### config.mk
export PLATFORM = sky130hd
export DESIGN_NAME = seg7_disp_sched
export DESIGN_NICKNAME = d
export VERILOG_FILES = /design/src/rtl/seg7_pkg.sv /design/src/rtl/seg7_rr_pick.sv /design/src/rtl/seg7_disp_sched.sv
export SDC_FILE = /design/constraint.sdc
export NUM_CORES = 1
export LEC_CHECK = 0
export ABC_AREA = 1
export ABC_CLOCK_PERIOD_IN_PS = 2900
export BUFFER_PORTS_ARGS = -buffer_cell sky130_fd_sc_hd__buf_2
export CORE_AREA = 2 2 133 135
export CTS_CLUSTER_SIZE = 25
export DETAILED_ROUTE_END_ITERATION = 6
export DIE_AREA = 0 0 135 137
export PLACE_DENSITY = 0.69
export SYNTH_ARGS = -nofsm -noshare
export SYNTH_HDL_FRONTEND = slang
export SYNTH_SLANG_ARGS = --single-unit
### constraint.sdc
create_clock -name clk -period 2.9 [get_ports clk]
set_input_delay 0.145 -clock clk [delete_from_list [all_inputs] [get_ports clk]]
set_output_delay 0.145 -clock clk [all_outputs]
set_load 0.01 [all_outputs]
### src/rtl/seg7_pkg.sv
// Shared types and constants for the 7-segment display scheduler.
//   state_t   : scheduler FSM states
//   BLANK_PAT : raw-segment payload with every segment off
//   MODE_HEX / MODE_RAW : values of the seg7x16 disp_mode input
package seg7_pkg;

  typedef enum logic [1:0] {
    ST_IDLE,
    ST_BLANK,
    ST_SHOW,
    ST_PIN
  } state_t;

  localparam logic [63:0] BLANK_PAT = 64'hFFFF_FFFF_FFFF_FFFF;
  localparam logic        MODE_HEX  = 1'b0;
  localparam logic        MODE_RAW  = 1'b1;

endpackage

### src/rtl/seg7_rr_pick.sv
// Round-robin picker: returns the first enabled index after base, searching
// base+1 .. NSRC-1, 0 .. base (base itself is the last candidate).
//   en    : per-source enable
//   base  : index the search starts after
//   idx   : chosen index (equals base when nothing is enabled)
//   found : at least one source is enabled
module seg7_rr_pick #(
  parameter int NSRC  = 4,
  parameter int IDX_W = $clog2(NSRC)
) (
  input  logic [NSRC-1:0]  en,
  input  logic [IDX_W-1:0] base,
  output logic [IDX_W-1:0] idx,
  output logic             found
);

  logic [IDX_W-1:0] k;

  // NOTE: every variable assigned in always_comb gets a default first, so no
  // path leaves it unassigned and no latch is inferred.
  always_comb begin
    idx   = base;
    found = 1'b0;
    k     = base;
    // Walk from the far end of the search order so the nearest hit wins.
    for (int i = NSRC; i >= 1; i--) begin
      k = IDX_W'((int'(base) + i) % NSRC);
      if (en[k]) begin
        idx   = k;
        found = 1'b1;
      end
    end
  end

endmodule

### src/rtl/seg7_disp_sched.sv
// Time-shares the 8-digit 7-segment display among NSRC requesters.
// One payload + mode is shown per dwell period, round-robin over enabled
// sources, with blank gaps between pages, a manual pin and a manual step.
//   clk, rst  : clock, synchronous active-high reset
//   src_data  : NSRC x 64-bit payloads, source k at [64k+63:64k]
//   src_mode  : per-source display mode (0 hex, 1 raw segments)
//   src_en    : per-source display request (level)
//   pin_req   : lock the display to pin_sel (level)
//   pin_sel   : pinned source index, clamped to NSRC-1
//   step      : one-cycle pulse, end the current page early
//   o_data, o_mode : to seg7x16 i_data / disp_mode
//   o_src     : index of the shown source
//   o_active  : a source payload (not blank) is driven
//   o_page    : pulse on the first cycle of each new page
module seg7_disp_sched
  import seg7_pkg::*;
#(
  parameter int NSRC  = 4,
  parameter int DWELL = 50000000,
  parameter int BLANK = 100000,
  parameter int CNT_W = 26
) (
  input  logic              clk,
  input  logic              rst,
  input  logic [NSRC*64-1:0] src_data,
  input  logic [NSRC-1:0]   src_mode,
  input  logic [NSRC-1:0]   src_en,
  input  logic              pin_req,
  input  logic [2:0]        pin_sel,
  input  logic              step,
  output logic [63:0]       o_data,
  output logic              o_mode,
  output logic [2:0]        o_src,
  output logic              o_active,
  output logic              o_page
);

  localparam int IDX_W = $clog2(NSRC);

  state_t           state, state_n;
  logic [CNT_W-1:0] cnt, cnt_n;
  logic [IDX_W-1:0] cur, cur_n, target, target_n;
  logic [IDX_W-1:0] pin_idx, pin_idx_q, base, pick_idx;
  logic             pin_q, pick_found;
  logic             pin_rise, pin_fall, pin_chg;
  logic             dwell_end, blank_end, page_n, show_n;
  logic [63:0]      data_n;
  logic             mode_n;

  assign pin_idx  = (int'(pin_sel) >= NSRC) ? IDX_W'(NSRC - 1) : pin_sel[IDX_W-1:0];
  assign pin_rise = pin_req & ~pin_q;
  assign pin_fall = ~pin_req & pin_q;
  assign pin_chg  = pin_req & pin_q & (pin_idx != pin_idx_q);

  // One picker serves every decision: after an unpin the search starts from
  // the pinned index, at blank end from the pending target, otherwise from cur.
  assign base = pin_fall ? pin_idx : (state == ST_BLANK) ? target : cur;

  seg7_rr_pick #(.NSRC(NSRC), .IDX_W(IDX_W)) u_pick (
    .en    (src_en),
    .base  (base),
    .idx   (pick_idx),
    .found (pick_found)
  );

  // A step coinciding with dwell expiry is the same single page end.
  assign dwell_end = (cnt == CNT_W'(DWELL - 1)) || step;
  assign blank_end = (cnt == CNT_W'(BLANK - 1));

  always_comb begin
    state_n  = state;
    cnt_n    = cnt;
    cur_n    = cur;
    target_n = target;
    page_n   = 1'b0;
    case (state)
      ST_IDLE: begin
        if (pin_req) begin
          state_n  = ST_BLANK;
          cnt_n    = '0;
          target_n = pin_idx;
        end else if (pick_found) begin
          state_n  = ST_BLANK;
          cnt_n    = '0;
          target_n = pick_idx;
        end
      end
      default: begin
        if (pin_rise || pin_chg) begin
          state_n  = ST_BLANK;
          cnt_n    = '0;
          target_n = pin_idx;
        end else if (pin_fall || (state == ST_SHOW && !src_en[cur])) begin
          // Losing the current source with nothing else enabled skips the gap.
          state_n  = pick_found ? ST_BLANK : ST_IDLE;
          cnt_n    = '0;
          target_n = pick_idx;
        end else if (state == ST_SHOW) begin
          if (dwell_end) begin
            cnt_n = '0;
            if (pick_idx != cur) begin
              state_n  = ST_BLANK;
              target_n = pick_idx;
            end else begin
              page_n = 1'b1;
            end
          end else begin
            cnt_n = cnt + CNT_W'(1);
          end
        end else if (state == ST_BLANK) begin
          if (blank_end) begin
            cnt_n  = '0;
            page_n = 1'b1;
            if (pin_req) begin
              state_n = ST_PIN;
              cur_n   = pin_idx;
            end else if (src_en[target]) begin
              state_n = ST_SHOW;
              cur_n   = target;
            end else if (pick_found) begin
              // Target was withdrawn during the gap; move on to the next one.
              state_n = ST_SHOW;
              cur_n   = pick_idx;
            end else begin
              state_n = ST_IDLE;
              page_n  = 1'b0;
            end
          end else begin
            cnt_n = cnt + CNT_W'(1);
          end
        end
        // ST_PIN holds cnt and ignores step.
      end
    endcase
  end

  // Outputs are registered from next state so they line up with the state
  // register; payload follows the live source inputs every cycle.
  assign show_n = (state_n == ST_SHOW) || (state_n == ST_PIN);
  assign data_n = show_n ? src_data[cur_n*64 +: 64] : BLANK_PAT;
  assign mode_n = show_n ? src_mode[cur_n] : MODE_RAW;

  // NOTE: sequential state uses non-blocking assignments so every register
  // samples pre-edge values, independent of statement order.
  always_ff @(posedge clk) begin
    if (rst) begin
      state     <= ST_IDLE;
      cnt       <= '0;
      cur       <= '0;
      target    <= '0;
      pin_q     <= 1'b0;
      pin_idx_q <= '0;
      o_data    <= BLANK_PAT;
      o_mode    <= MODE_RAW;
      o_src     <= '0;
      o_active  <= 1'b0;
      o_page    <= 1'b0;
    end else begin
      state     <= state_n;
      cnt       <= cnt_n;
      cur       <= cur_n;
      target    <= target_n;
      pin_q     <= pin_req;
      pin_idx_q <= pin_idx;
      o_data    <= data_n;
      o_mode    <= mode_n;
      o_src     <= 3'(cur_n);
      o_active  <= show_n;
      o_page    <= page_n;
    end
  end

endmodule

==> results.txt <==
- Outcome: finished clean
- Net Sw Frac: 27.2%
* Antenna violations before repair: 3
* Pre-CTS setup slack: 0.141 ns
- Final WS setup: 0.247 ns
- In this run the deepest clock path goes through 2 buffers.
* Total power: 3350 uW
- Synth warn: 0
- Crit path arrival time: 2.88 ns
- Top-count cell post-synth: sky130_fd_sc_hd__nand2_1
- In the final layout, the share of cells above drive strength 1 is 27.4%.
* Proportion of netlist area held by the largest area contributor: 29.2%
- Setup TNS after final layout: 0 ns
* Start point of the worst min-delay path: pin_sel[0]
* Number of library cell types mapped by synthesis: 37
* Number of global-route vias before repair: 7,861
- Entering global routing, the biggest net connects 77 pins.
* # clock sinks: 102
* Count of input and output buffers: 339
- WL per Instance: 15.9 um
- The count of nets left with antenna violations once routing finished came out at 0.
- Number of levels in the clock H-tree: 3
* Pre-antenna DRT Iters: 6
* Hold bufs inserted after CTS: 0
- In the post-synthesis netlist, the biggest area contributors are sky130_fd_sc_hd__dfxtp_1, sky130_fd_sc_hd__nand3_1, sky130_fd_sc_hd__nand2_1.
* Final max-slew violation count: 0
- Yosys mapped a number of flops with a built-in enable equal to 0.
- Synthesis inferred 102 register bits.
- Sum of net half-perimeters after detailed placement: 20.4 mm
- Growth of design area from synthesis to finish: 35.4%
- Design Area, Final: 0.00948 mm^2
* Worst path required time: 3.13 ns
- Once the floorplan was initialized, standard cells occupied 41.0% of the core.
- Reg power frac: 42.4%
- Cell count of the worst reg-to-reg path: 18
- Routability-driven placement finished with a final weighted congestion of 0.926.
- Num CTS Buffers: 9
- Via count of the routed design: 9,005
- DRC Markers: 0
* Crit path from: state[1]
- The clock network accounts for 40.0% of the total power.
* Final #Nets: 1,800
* Tmin final: 2.65 ns
* Worst flop-to-flop path startpoint: state[1]
* Class of the most critical setup path: reg -> reg
- Of all cell types, the one taking the most synthesized area is sky130_fd_sc_hd__dfxtp_1.
* Maximum fanout along the worst path: 29
- The most used flip-flop cell after synthesis is sky130_fd_sc_hd__dfxtp_1.
- Clock root buffer: sky130_fd_sc_hd__clkbuf_16
- Across the routed clock network, the largest skew measured is 0.0132 ns.
- Logic pwr share: 17.5%
- Dividing total power by cell area gives a power density of 353 mW/mm^2.
* Power dissipated by switching net loads: 911 uW
- Hold crit path type: in -> reg
- Dividing the final minimum period by the clock period gives 91.5%.
- TritonCTS built the clock tree.
- Area of the core: 0.0171 mm^2
- Instance count of the mapped netlist: 1,216
- The tool flagged a number of max-cap violations equal to 0.
- Counting instances, the worst hold path has a depth of 3.
* Horizontal die dimension: 135 um
- The number of nets in the synthesized netlist is 1,488.
- Final hold analysis gives a worst-case slack of 0.0772 ns.
- In this run the count of I/O pins placed on the die edge is 341.
- In this run the cell area of the synthesized design comes to 0.00700 mm^2.
- Global routing used 27.7% of the available tracks.
- The die covers 0.0185 mm^2.
* Final setup violation count: 0
* Area after DPL: 0.00897 mm^2
* Largest vdd supply drop: 0.000276 V
* Type of element launching the critical path: flip-flop
* Power Internal: 2440 uW
- Site row count: 48
* Number of violations reported at the end of detailed-routing iteration 0: 608
- The final count of hold timing violations was 0.
- Of all flip-flops after synthesis, the portion carrying an async set or reset was 0%.
- The analysis attributes to cell leakage a power of 0.00498 uW.
* First-pass GRT wire length: 40.5 mm
- Static timing analysis puts the maximum clock frequency at 0.377 GHz.
* Residual overflow from global routing: 0
- Total wire length after detailed routing: 28.0 mm
- In the routed layout, each cell is associated on average with a via count of 5.11.
- Averaged over all synthesized cells, the footprint is 5.76 um^2.
- Worst-skew pair later-pin latency: 0.35 ns
* Sequential cell area fraction in the yosys report: 29.2%
- Clock transition time at the flip-flop clock pins of the worst setup and hold paths: 0.07 ns
- Ranked by instance count, the synthesized netlist is headed by sky130_fd_sc_hd__nand2_1, sky130_fd_sc_hd__nand3_1, sky130_fd_sc_hd__inv_1.
- Die outline height: 137 um
- Critical path endpoint category: flip-flop
[cell type report]
type / count / area, um^2
Multi-Input combinational cell: 875 / 4010
Sequential cell: 102 / 2050
Tap cell: 225 / 282
Inverter: 169 / 637
Clock inverter: 5 / 82.6
Antenna cell: 3 / 7.51
Timing Repair Buffer: 371 / 2180
Fill cell: 1746 / 7580
Clock buffer: 11 / 233
[kinds of logic (layout without fill, tap and decap cells)]
logic type               after synthesis  in the layout  share of synthesized area (%)
AO/OA/AOI/OAI                         66             66                           5.04
other                                  1              4                         0.0536
buffers and inverters                239            556                           14.4
flip-flops                           102            102                           29.2
XOR/XNOR                               3              3                          0.375
AND/OR/NAND/NOR                      804            804                           50.8
adder cells (fa/ha/maj)                1              1                          0.179
[power groups by stage]
stage / clock [uW] / sequential (uW) / combinational [uW]
2_1_floorplan: 0 / 1450 / 306
3_5_place_dp: 0 / 1450 / 571
4_1_cts: 1370 / 1420 / 573
3_3_place_gp: 0 / 1450 / 573
5_1_grt: 1410 / 1420 / 660
6_report: 1340 / 1420 / 587
[sequential cells by signal, summed over array words and instances (netlist names)]
name,flops
o_data,64
state,2
o_mode,1
o_active,1
pin_idx_q,2
pin_q,1
target,2
o_page,1
cur,2
cnt,26
[critical path: stages (launching register included)]
cell and delay [ns]:
sky130_fd_sc_hd__dfxtp_2 0.35, sky130_fd_sc_hd__inv_2 0.11, sky130_fd_sc_hd__nand2_1 0.11, sky130_fd_sc_hd__nand2_1 0.12
sky130_fd_sc_hd__nand3_4 0.11, sky130_fd_sc_hd__nand2_4 0.12, sky130_fd_sc_hd__nand2_1 0.07, sky130_fd_sc_hd__nand2_2 0.10
sky130_fd_sc_hd__nand2_1 0.09, sky130_fd_sc_hd__nand2_2 0.12, sky130_fd_sc_hd__nand2_1 0.06, sky130_fd_sc_hd__nand2_1 0.11
sky130_fd_sc_hd__nand2_1 0.10, sky130_fd_sc_hd__nand2_1 0.07, sky130_fd_sc_hd__nand2_1 0.09, sky130_fd_sc_hd__o21ai_2 0.17
sky130_fd_sc_hd__and3_4 0.30, sky130_fd_sc_hd__buf_12 0.21, sky130_fd_sc_hd__nand3_1 0.11
[through the flow]
stage	util [%]	cells
final	55.6	1761
after global routing	55.6	1760
after CTS	54.5	1750
after detailed placement	52.6	1734
after global placement	52.6	1734
after floorplan	-	1216
[repair_timing]
action | CTS | global route
endpoints found under the setup margin | 0 | 72
gates resized for setup | 0 | 18
buffers inserted | 0 | 4
hold endpoints to repair | 0 | 0
[routing by layer]
metal	GRT usage, %	vias to the layer above	share of wire (%)
met5	0	-	0.039
li1	-	4508	-
met3	7.04	53	8.8
met2	44.4	416	47
met1	36.4	4026	41
met4	9.55	2	2.8
[cell usage in the layout, fill, tap and decap left out, drive strengths merged, types with 3 or more instances in the layout]
master,synthesis,routed
nor2,62,62
nor4,9,9
nor3,17,17
diode,0,3
inv,169,170
dfxtp,102,102
o21ai,27,27
nand3,309,309
and3,3,3
clkbuf,16,14
nand2,387,387
nand4,12,12
a21oi,32,32
buf,54,368
[final timing paths]
check | end | slack [ns]
worst min register to register | cnt[4] | 0.50
worst max-delay path | o_data[63] | 0.25
worst min-delay path | pin_idx_q[0] | 0.08
worst max register to register | o_data[63] | 0.25
(Power assumes the default switching activity.)
